## config.mk

```make
export PLATFORM = sky130hd
export DESIGN_NAME = uart_tx
export DESIGN_NICKNAME = d
export VERILOG_FILES = /design/src/rtl/uart_tx.sv
export SDC_FILE = /design/constraint.sdc
export NUM_CORES = 1
export LEC_CHECK = 0
export BUFFER_PORTS_ARGS = -buffer_cell sky130_fd_sc_hd__buf_2
export CAP_MARGIN = 20
export CORE_MARGIN = 10
export CORE_UTILIZATION = 50
export CTS_BUF_LIST = sky130_fd_sc_hd__clkbuf_4 sky130_fd_sc_hd__clkbuf_8 sky130_fd_sc_hd__clkbuf_16
export CTS_CLUSTER_DIAMETER = 80
export DETAILED_ROUTE_END_ITERATION = 6
export PLACE_DENSITY = 0.67
export REMOVE_ABC_BUFFERS = 1
export SYNTH_ARGS = -nofsm -noshare
export SYNTH_HDL_FRONTEND = slang
export SYNTH_SLANG_ARGS = --single-unit
```

## constraint.sdc

```tcl
create_clock -name clk -period 8.44 [get_ports clk]
set_input_delay 0.422 -clock clk [delete_from_list [all_inputs] [get_ports clk]]
set_output_delay 0.422 -clock clk [all_outputs]
set_load 0.05 [all_outputs]
```

## src/rtl/uart_tx.sv

```systemverilog
// uart_tx: FIFO-buffered UART transmitter, 8N1 frames LSB first, with level, busy and sticky overflow status.
// Optional feature macro UART_TX_PARITY_EN inserts an even-parity bit after the data bits (8E1 frames).
module uart_tx #(
  parameter int CLK_HZ     = 50000000,
  parameter int BAUD       = 115200,
  parameter int FIFO_DEPTH = 8
) (
  input  logic       clk,
  input  logic       reset,
  input  logic [7:0] din,
  input  logic       wr,
  input  logic       clr_ovf,
  output logic       tx,
  output logic       full,
  output logic       empty,
  output logic [4:0] count,
  output logic       busy,
  output logic       ovf
);

  localparam int DIV = CLK_HZ / BAUD;
  localparam int CW  = $clog2(DIV);
  localparam int AW  = $clog2(FIFO_DEPTH);

  localparam logic [CW-1:0] DIV_M1   = CW'(DIV - 1);
  localparam logic [CW-1:0] BAUD_ONE = CW'(1);
  localparam logic [CW-1:0] BAUD_ZER = CW'(0);
  localparam logic [AW-1:0] PTR_ONE  = AW'(1);
  localparam logic [4:0]    DEPTH_C  = 5'(FIFO_DEPTH);

  localparam logic [2:0] S_IDLE   = 3'd0;
  localparam logic [2:0] S_START  = 3'd1;
  localparam logic [2:0] S_DATA   = 3'd2;
  localparam logic [2:0] S_STOP   = 3'd3;
`ifdef UART_TX_PARITY_EN
  localparam logic [2:0] S_PARITY = 3'd4;

  function automatic logic even_par(input logic [7:0] d);
    return ^d;
  endfunction
`endif

  logic [7:0]    r_mem [FIFO_DEPTH];
  logic [AW-1:0] r_wptr;
  logic [AW-1:0] r_rptr;
  logic [4:0]    r_count;
  logic [4:0]    w_count_nxt;
  logic          r_full;
  logic          r_empty;
  logic          r_ovf;
  logic          w_push;
  logic          w_pop;

  logic [2:0]    r_state;
  logic [2:0]    w_state_nxt;
  logic [CW-1:0] r_baud;
  logic [CW-1:0] w_baud_nxt;
  logic [2:0]    r_bit;
  logic [2:0]    w_bit_nxt;
  logic [7:0]    r_shift;
  logic [7:0]    w_shift_nxt;
  logic          r_tx;
  logic          w_tx_nxt;
  logic          r_busy;
  logic          w_bit_end;
`ifdef UART_TX_PARITY_EN
  logic          r_par;
  logic          w_par_nxt;
`endif

  // Writes are judged on the registered full flag, so a pop in the same cycle cannot rescue them.
  assign w_push    = wr & ~r_full;
  assign w_bit_end = (r_baud == BAUD_ZER);

  // Transmit FSM next-state, baud/bit counters, shift register and pop request.
  always_comb begin
    w_state_nxt = r_state;
    w_baud_nxt  = r_baud - BAUD_ONE;
    w_bit_nxt   = r_bit;
    w_shift_nxt = r_shift;
    w_pop       = 1'b0;
`ifdef UART_TX_PARITY_EN
    w_par_nxt   = r_par;
`endif
    case (r_state)
      S_IDLE: begin
        w_baud_nxt = DIV_M1;
        w_bit_nxt  = 3'd0;
        if (!r_empty) begin
          w_pop       = 1'b1;
          w_shift_nxt = r_mem[r_rptr];
`ifdef UART_TX_PARITY_EN
          w_par_nxt   = even_par(r_mem[r_rptr]);
`endif
          w_state_nxt = S_START;
        end else begin
          w_state_nxt = S_IDLE;
        end
      end
      S_START: begin
        if (w_bit_end) begin
          w_baud_nxt  = DIV_M1;
          w_bit_nxt   = 3'd0;
          w_state_nxt = S_DATA;
        end else begin
          w_state_nxt = S_START;
        end
      end
      S_DATA: begin
        if (w_bit_end) begin
          w_baud_nxt = DIV_M1;
          if (r_bit == 3'd7) begin
`ifdef UART_TX_PARITY_EN
            w_state_nxt = S_PARITY;
`else
            w_state_nxt = S_STOP;
`endif
          end else begin
            w_shift_nxt = {1'b0, r_shift[7:1]};
            w_bit_nxt   = r_bit + 3'd1;
          end
        end else begin
          w_state_nxt = S_DATA;
        end
      end
`ifdef UART_TX_PARITY_EN
      S_PARITY: begin
        if (w_bit_end) begin
          w_baud_nxt  = DIV_M1;
          w_state_nxt = S_STOP;
        end else begin
          w_state_nxt = S_PARITY;
        end
      end
`endif
      S_STOP: begin
        if (w_bit_end) begin
          w_baud_nxt = DIV_M1;
          w_bit_nxt  = 3'd0;
          // A queued byte starts on the same edge, so back-to-back frames have no idle gap.
          if (!r_empty) begin
            w_pop       = 1'b1;
            w_shift_nxt = r_mem[r_rptr];
`ifdef UART_TX_PARITY_EN
            w_par_nxt   = even_par(r_mem[r_rptr]);
`endif
            w_state_nxt = S_START;
          end else begin
            w_state_nxt = S_IDLE;
          end
        end else begin
          w_state_nxt = S_STOP;
        end
      end
      default: begin
        w_baud_nxt  = DIV_M1;
        w_bit_nxt   = 3'd0;
        w_state_nxt = S_IDLE;
      end
    endcase
  end

  // Line level for the upcoming cycle, derived from the next state so tx is a plain flop.
  always_comb begin
    w_tx_nxt = 1'b1;
    case (w_state_nxt)
      S_START:  w_tx_nxt = 1'b0;
      S_DATA:   w_tx_nxt = w_shift_nxt[0];
`ifdef UART_TX_PARITY_EN
      S_PARITY: w_tx_nxt = r_par;
`endif
      S_STOP:   w_tx_nxt = 1'b1;
      default:  w_tx_nxt = 1'b1;
    endcase
  end

  // FIFO occupancy after this cycle's push/pop.
  always_comb begin
    w_count_nxt = r_count;
    case ({w_push, w_pop})
      2'b10:   w_count_nxt = r_count + 5'd1;
      2'b01:   w_count_nxt = r_count - 5'd1;
      default: w_count_nxt = r_count;
    endcase
  end

  // Transmit FSM registers, registered line output and busy flag.
  always_ff @(posedge clk or posedge reset) begin
    if (reset) begin
      r_state <= S_IDLE;
      r_baud  <= DIV_M1;
      r_bit   <= 3'd0;
      r_shift <= 8'h00;
      r_tx    <= 1'b1;
      r_busy  <= 1'b0;
    end else begin
      r_state <= w_state_nxt;
      r_baud  <= w_baud_nxt;
      r_bit   <= w_bit_nxt;
      r_shift <= w_shift_nxt;
      r_tx    <= w_tx_nxt;
      r_busy  <= (w_state_nxt != S_IDLE);
    end
  end

`ifdef UART_TX_PARITY_EN
  // Parity of the byte being sent, captured when it leaves the FIFO.
  always_ff @(posedge clk or posedge reset) begin
    if (reset) begin
      r_par <= 1'b0;
    end else begin
      r_par <= w_par_nxt;
    end
  end
`endif

  // FIFO pointers and registered level flags.
  always_ff @(posedge clk or posedge reset) begin
    if (reset) begin
      r_wptr  <= {AW{1'b0}};
      r_rptr  <= {AW{1'b0}};
      r_count <= 5'd0;
      r_full  <= 1'b0;
      r_empty <= 1'b1;
    end else begin
      if (w_push) begin
        r_wptr <= r_wptr + PTR_ONE;
      end
      if (w_pop) begin
        r_rptr <= r_rptr + PTR_ONE;
      end
      r_count <= w_count_nxt;
      r_full  <= (w_count_nxt == DEPTH_C);
      r_empty <= (w_count_nxt == 5'd0);
    end
  end

  // FIFO storage; contents are don't-care until written, so no reset is needed.
  always_ff @(posedge clk) begin
    if (w_push) begin
      r_mem[r_wptr] <= din;
    end
  end

  // Sticky overflow flag; a dropped write wins over a simultaneous clear.
  always_ff @(posedge clk or posedge reset) begin
    if (reset) begin
      r_ovf <= 1'b0;
    end else if (wr && r_full) begin
      r_ovf <= 1'b1;
    end else if (clr_ovf) begin
      r_ovf <= 1'b0;
    end else begin
      r_ovf <= r_ovf;
    end
  end

  assign tx    = r_tx;
  assign full  = r_full;
  assign empty = r_empty;
  assign count = r_count;
  assign busy  = r_busy;
  assign ovf   = r_ovf;

endmodule
```

==> impl_metrics.prom <==
# TYPE chip_impl_metric gauge
chip_impl_info{name="status",value="complete, no violations"} 1
chip_impl_metric{name="count_of_filler_cells_inserted_in_the_layout",unit=""} 714
chip_impl_metric{name="clk_transition_reported_paths",unit="ns"} 0.10
chip_impl_info{name="most_frequent_standard_cell_in_the_layout_excluding_fill_and_tap_cells",value="sky130_fd_sc_hd__edfxtp_1"} 1
chip_impl_metric{name="postCtsSetupBuffers",unit=""} 0
chip_impl_metric{name="io-pin-count",unit=""} 22
chip_impl_info{name="clock_tree.root_cell",value="sky130_fd_sc_hd__clkbuf_8"} 1
chip_impl_metric{name="yosys_warning_count",unit=""} 0
chip_impl_info{name="timing_worst_setup_path_type",value="flop to flop"} 1
chip_impl_info{name="timing.rr.end",value="full"} 1
chip_impl_metric{name="netSwitchingPower",unit="uW"} 536
chip_impl_metric{name="r2r_cells",unit=""} 9
chip_impl_metric{name="max_slew_margin",unit="%"} 35.5
chip_impl_metric{name="post-route-min-period",unit="ns"} 3.10
chip_impl_metric{name="avgViaCountPerCell",unit=""} 5.65
chip_impl_metric{name="post_route_cells_drive_above_1_share",unit="%"} 26.2
chip_impl_metric{name="post_synth_inst_count",unit=""} 300
chip_impl_metric{name="fin_worst_hold_slack",unit="ns"} 0.159
chip_impl_metric{name="setup-tns-final",unit="ns"} 0
chip_impl_metric{name="worst_slew_pin_slew",unit="ns"} 0.963
chip_impl_metric{name="syn_to_final_growth",unit="%"} 8.94
chip_impl_metric{name="layout.area.seq",unit="um^2"} 2910
chip_impl_metric{name="power.combinational.fraction",unit="%"} 31.5
chip_impl_metric{name="dr.pass1.iters",unit=""} 4
chip_impl_metric{name="chip_width",unit="um"} 115
chip_impl_metric{name="cpPeakStageDelay",unit="ns"} 0.66
chip_impl_metric{name="drcViolationCount",unit=""} 0
chip_impl_metric{name="holdBufCountCts",unit=""} 0
chip_impl_metric{name="sw_frac_of_total",unit="%"} 35.4
chip_impl_metric{name="synth_enable_flop_cells",unit=""} 64
chip_impl_metric{name="grt_start_max_net_pins",unit=""} 40
chip_impl_metric{name="fin_skew",unit="ns"} 0.0146
chip_impl_metric{name="maxCapViolations",unit=""} 0
chip_impl_metric{name="syn_avg_cell_area",unit="um^2"} 15.1
chip_impl_metric{name="period_share",unit="%"} 36.7
chip_impl_metric{name="synth_top_cell_area_share",unit="%"} 42.5
chip_impl_info{name="biggest_area_consumer_among_synthesized_cells",value="sky130_fd_sc_hd__edfxtp_1"} 1
chip_impl_info{name="synthFlopType",value="sky130_fd_sc_hd__edfxtp_1"} 1
chip_impl_metric{name="setup_viol_count_final",unit=""} 0
chip_impl_metric{name="synth_async_sr_flop_share",unit="%"} 37.9
chip_impl_metric{name="clock.fmax",unit="MHz"} 322
chip_impl_metric{name="synth_seq_area_share",unit="%"} 64.3
chip_impl_info{name="most-common-layout-cells",value="sky130_fd_sc_hd__edfxtp_1, sky130_fd_sc_hd__dfrtp_1, sky130_fd_sc_hd__nor2_1, sky130_fd_sc_hd__nand2_1, sky130_fd_sc_hd__buf_2"} 1
chip_impl_metric{name="cp_data_required_time",unit="ns"} 8.72
chip_impl_metric{name="synth.cell_area",unit="um^2"} 4520
chip_impl_metric{name="yosys_register_bits",unit=""} 103
chip_impl_info{name="crit_path_top_delay_cell",value="sky130_fd_sc_hd__or4b_2"} 1
chip_impl_metric{name="tritoncts_num_sinks",unit=""} 103
chip_impl_info{name="hold_class",value="input pin to async pin"} 1
chip_impl_metric{name="place.detailed.hpwl",unit="mm"} 5.23
chip_impl_metric{name="met3_length",unit="um"} 252
chip_impl_metric{name="cts_inserted_buffers",unit=""} 9
chip_impl_metric{name="die_area",unit="um^2"} 13200
chip_impl_metric{name="drv_slew",unit=""} 0
chip_impl_metric{name="initialDrtViolationCount",unit=""} 98
chip_impl_metric{name="worstPathArrival",unit="ns"} 3.38
chip_impl_metric{name="grtUsageTotal",unit="%"} 12.6
chip_impl_metric{name="diodes",unit=""} 0
chip_impl_info{name="tritoncts_clock_tree",value="built"} 1
chip_impl_metric{name="power.static_leakage",unit="uW"} 0.00180
chip_impl_metric{name="worst_path_buf_inv",unit=""} 2
chip_impl_info{name="critPathCaptureType",value="flop"} 1
chip_impl_metric{name="clock_power_share",unit="%"} 19.3
chip_impl_metric{name="antenna_left",unit=""} 0
chip_impl_metric{name="power.sequential.fraction",unit="%"} 49.2
chip_impl_metric{name="number_of_antenna_violations_at_the_first_check_in_global_routing",unit=""} 0
chip_impl_info{name="critical_path.startpoint_type",value="flop"} 1
chip_impl_info{name="critical-path-top-delay-family",value="simple AND/OR/NAND/NOR gates"} 1
chip_impl_metric{name="count_of_final_hold_check_violations",unit=""} 0
chip_impl_metric{name="vdd_drop_max",unit="mV"} 0.143
chip_impl_metric{name="grt_pass1_wl",unit="mm"} 13.1
chip_impl_metric{name="final_core_util",unit="%"} 56.2
chip_impl_metric{name="reg2reg_slack",unit="ns"} 5.34
chip_impl_metric{name="detailroute.via_count",unit=""} 2465
chip_impl_info{name="top_signal_layer_used",value="met4"} 1
chip_impl_metric{name="placementRows",unit=""} 34
chip_impl_metric{name="core-area",unit="um^2"} 8760
chip_impl_info{name="reg2reg_from",value="r_baud[0]"} 1
chip_impl_metric{name="cts_resized",unit=""} 0
chip_impl_metric{name="finalWeightedCongestion",unit=""} 0.769
chip_impl_info{name="cp_cell_sequence",value="inv_1, ha_1, nor4b_4, nand3_1, and2_1, inv_1, ha_1, or4b_2, a211oi_1"} 1
chip_impl_metric{name="cts.htree.levels",unit=""} 3
chip_impl_metric{name="route.met2.wl",unit="mm"} 3.99
chip_impl_info{name="yosys-top-cells-area",value="sky130_fd_sc_hd__edfxtp_1, sky130_fd_sc_hd__dfrtp_1, sky130_fd_sc_hd__mux4_2"} 1
chip_impl_metric{name="post_drt_wl_per_cell",unit="um"} 18.0
chip_impl_metric{name="port_buffers",unit=""} 21
chip_impl_metric{name="design.final.nets",unit=""} 343
chip_impl_metric{name="floorplan.initialDensity",unit="%"} 51.6
chip_impl_info{name="grt_setup_unrepaired",value="no"} 1
chip_impl_metric{name="grt-ovfl-total",unit=""} 0
chip_impl_metric{name="area_of_the_multi_input_gates",unit="um^2"} 1520
chip_impl_metric{name="power_per_standard_cell_area",unit="nW/um^2"} 308
chip_impl_metric{name="synth.distinct_cells",unit=""} 54
chip_impl_metric{name="die-height",unit="um"} 115
chip_impl_metric{name="vias_in_the_first_global_route",unit=""} 2558
chip_impl_metric{name="internal_power",unit="uW"} 979
chip_impl_metric{name="clk_latency",unit="ns"} 0.36
chip_impl_metric{name="crit_fanout",unit=""} 10
chip_impl_metric{name="routedLengthMet1",unit="mm"} 3.53
chip_impl_metric{name="totalWireLength",unit="mm"} 7.87
chip_impl_metric{name="cts-root-to-sink-buffers",unit=""} 2
routing by layer:
| layer | vias up | global-route usage, % |
|---|---|---|
| li1 | 1175 | - |
| met1 | 1247 | 15.7 |
| met2 | 34 | 21.1 |
| met3 | 9 | 3.54 |
| met4 | 0 | 3.71 |
| met5 | - | 0 |
tightest hold or removal path, cell delays in order:
cell and delay, ns:
sky130_fd_sc_hd__buf_2 0.09, sky130_fd_sc_hd__inv_1 0.04, sky130_fd_sc_hd__buf_4 0.41
layout make-up:
cell class	instances	area share, %
inverter	7	0.534
tap	108	2.74
clock inverter	7	1.30
clock buffer	9	2.52
multi-input combinational	178	30.9
timing repair buffer	24	3.00
sequential	103	59.0
cell usage after synthesis (5+ instances only):
master	instances
sky130_fd_sc_hd__a21oi_1	12
sky130_fd_sc_hd__clkbuf_1	7
sky130_fd_sc_hd__dfrtp_1	32
sky130_fd_sc_hd__dfstp_2	7
sky130_fd_sc_hd__edfxtp_1	64
sky130_fd_sc_hd__ha_1	8
sky130_fd_sc_hd__inv_1	7
sky130_fd_sc_hd__mux2_2	5
sky130_fd_sc_hd__mux2i_1	8
sky130_fd_sc_hd__mux4_2	16
sky130_fd_sc_hd__nand2_1	23
sky130_fd_sc_hd__nand2b_1	7
sky130_fd_sc_hd__nand3_1	7
sky130_fd_sc_hd__nor2_1	23
sky130_fd_sc_hd__nor3_1	5
sky130_fd_sc_hd__o21ai_0	5
sky130_fd_sc_hd__xnor2_1	7
sky130_fd_sc_hd__xor2_1	8
cell families (layout without fill, tap and decap cells):
| group | Yosys count | in the layout | share of synthesized area [%] |
|---|---|---|---|
| AO/OA/AOI/OAI | 37 | 37 | 6.81 |
| buffers and inverters | 19 | 47 | 2.16 |
| adder cells (fa/ha/maj) | 8 | 8 | 2.21 |
| multiplexers | 29 | 29 | 11.0 |
| XOR/XNOR | 15 | 15 | 2.91 |
| flip-flops | 103 | 103 | 64.3 |
| AND/OR/NAND/NOR | 88 | 88 | 10.5 |
| other | 1 | 1 | 0.0830 |
sequential cells by signal, indices dropped and copies added (netlist names):
register	count
r_mem	64
r_rptr	3
r_bit	3
count	5
r_state	3
empty	1
busy	1
r_shift	8
ovf	1
r_wptr	3
r_baud	9
full	1
tx	1
worst max-delay path by stage:
stage                     depth (start not counted)    to      start
final                                             9  full  r_baud[0]
after global routing                              9  full  r_baud[0]
after CTS                                         9  full  r_baud[0]
after detailed placement                          9  full  r_baud[0]
after global placement                            9  full  r_baud[0]
after floorplan                                   9  full  r_baud[0]
stage by stage:
stage / area (um^2) / worst slack [ns] / total power [uW] / instances
floorplan: 4450 / 5.64 / 1100 / 288
global placement: 4710 / 5.43 / 1220 / 419
global route: 4920 / 5.16 / 1610 / 436
finish: 4920 / 5.34 / 1520 / 436
CTS: 4900 / 5.32 / 1520 / 435
detailed placement: 4710 / 5.36 / 1230 / 419
power by group through the flow:
stage               Clock (uW)  Sequential, uW  Combinational, uW
finish                     293             745                478
global route               322             760                523
CTS                        303             762                455
detailed placement           0             772                454
global placement             0             768                447
floorplan                    0             801                296
(Power assumes the default switching activity.)
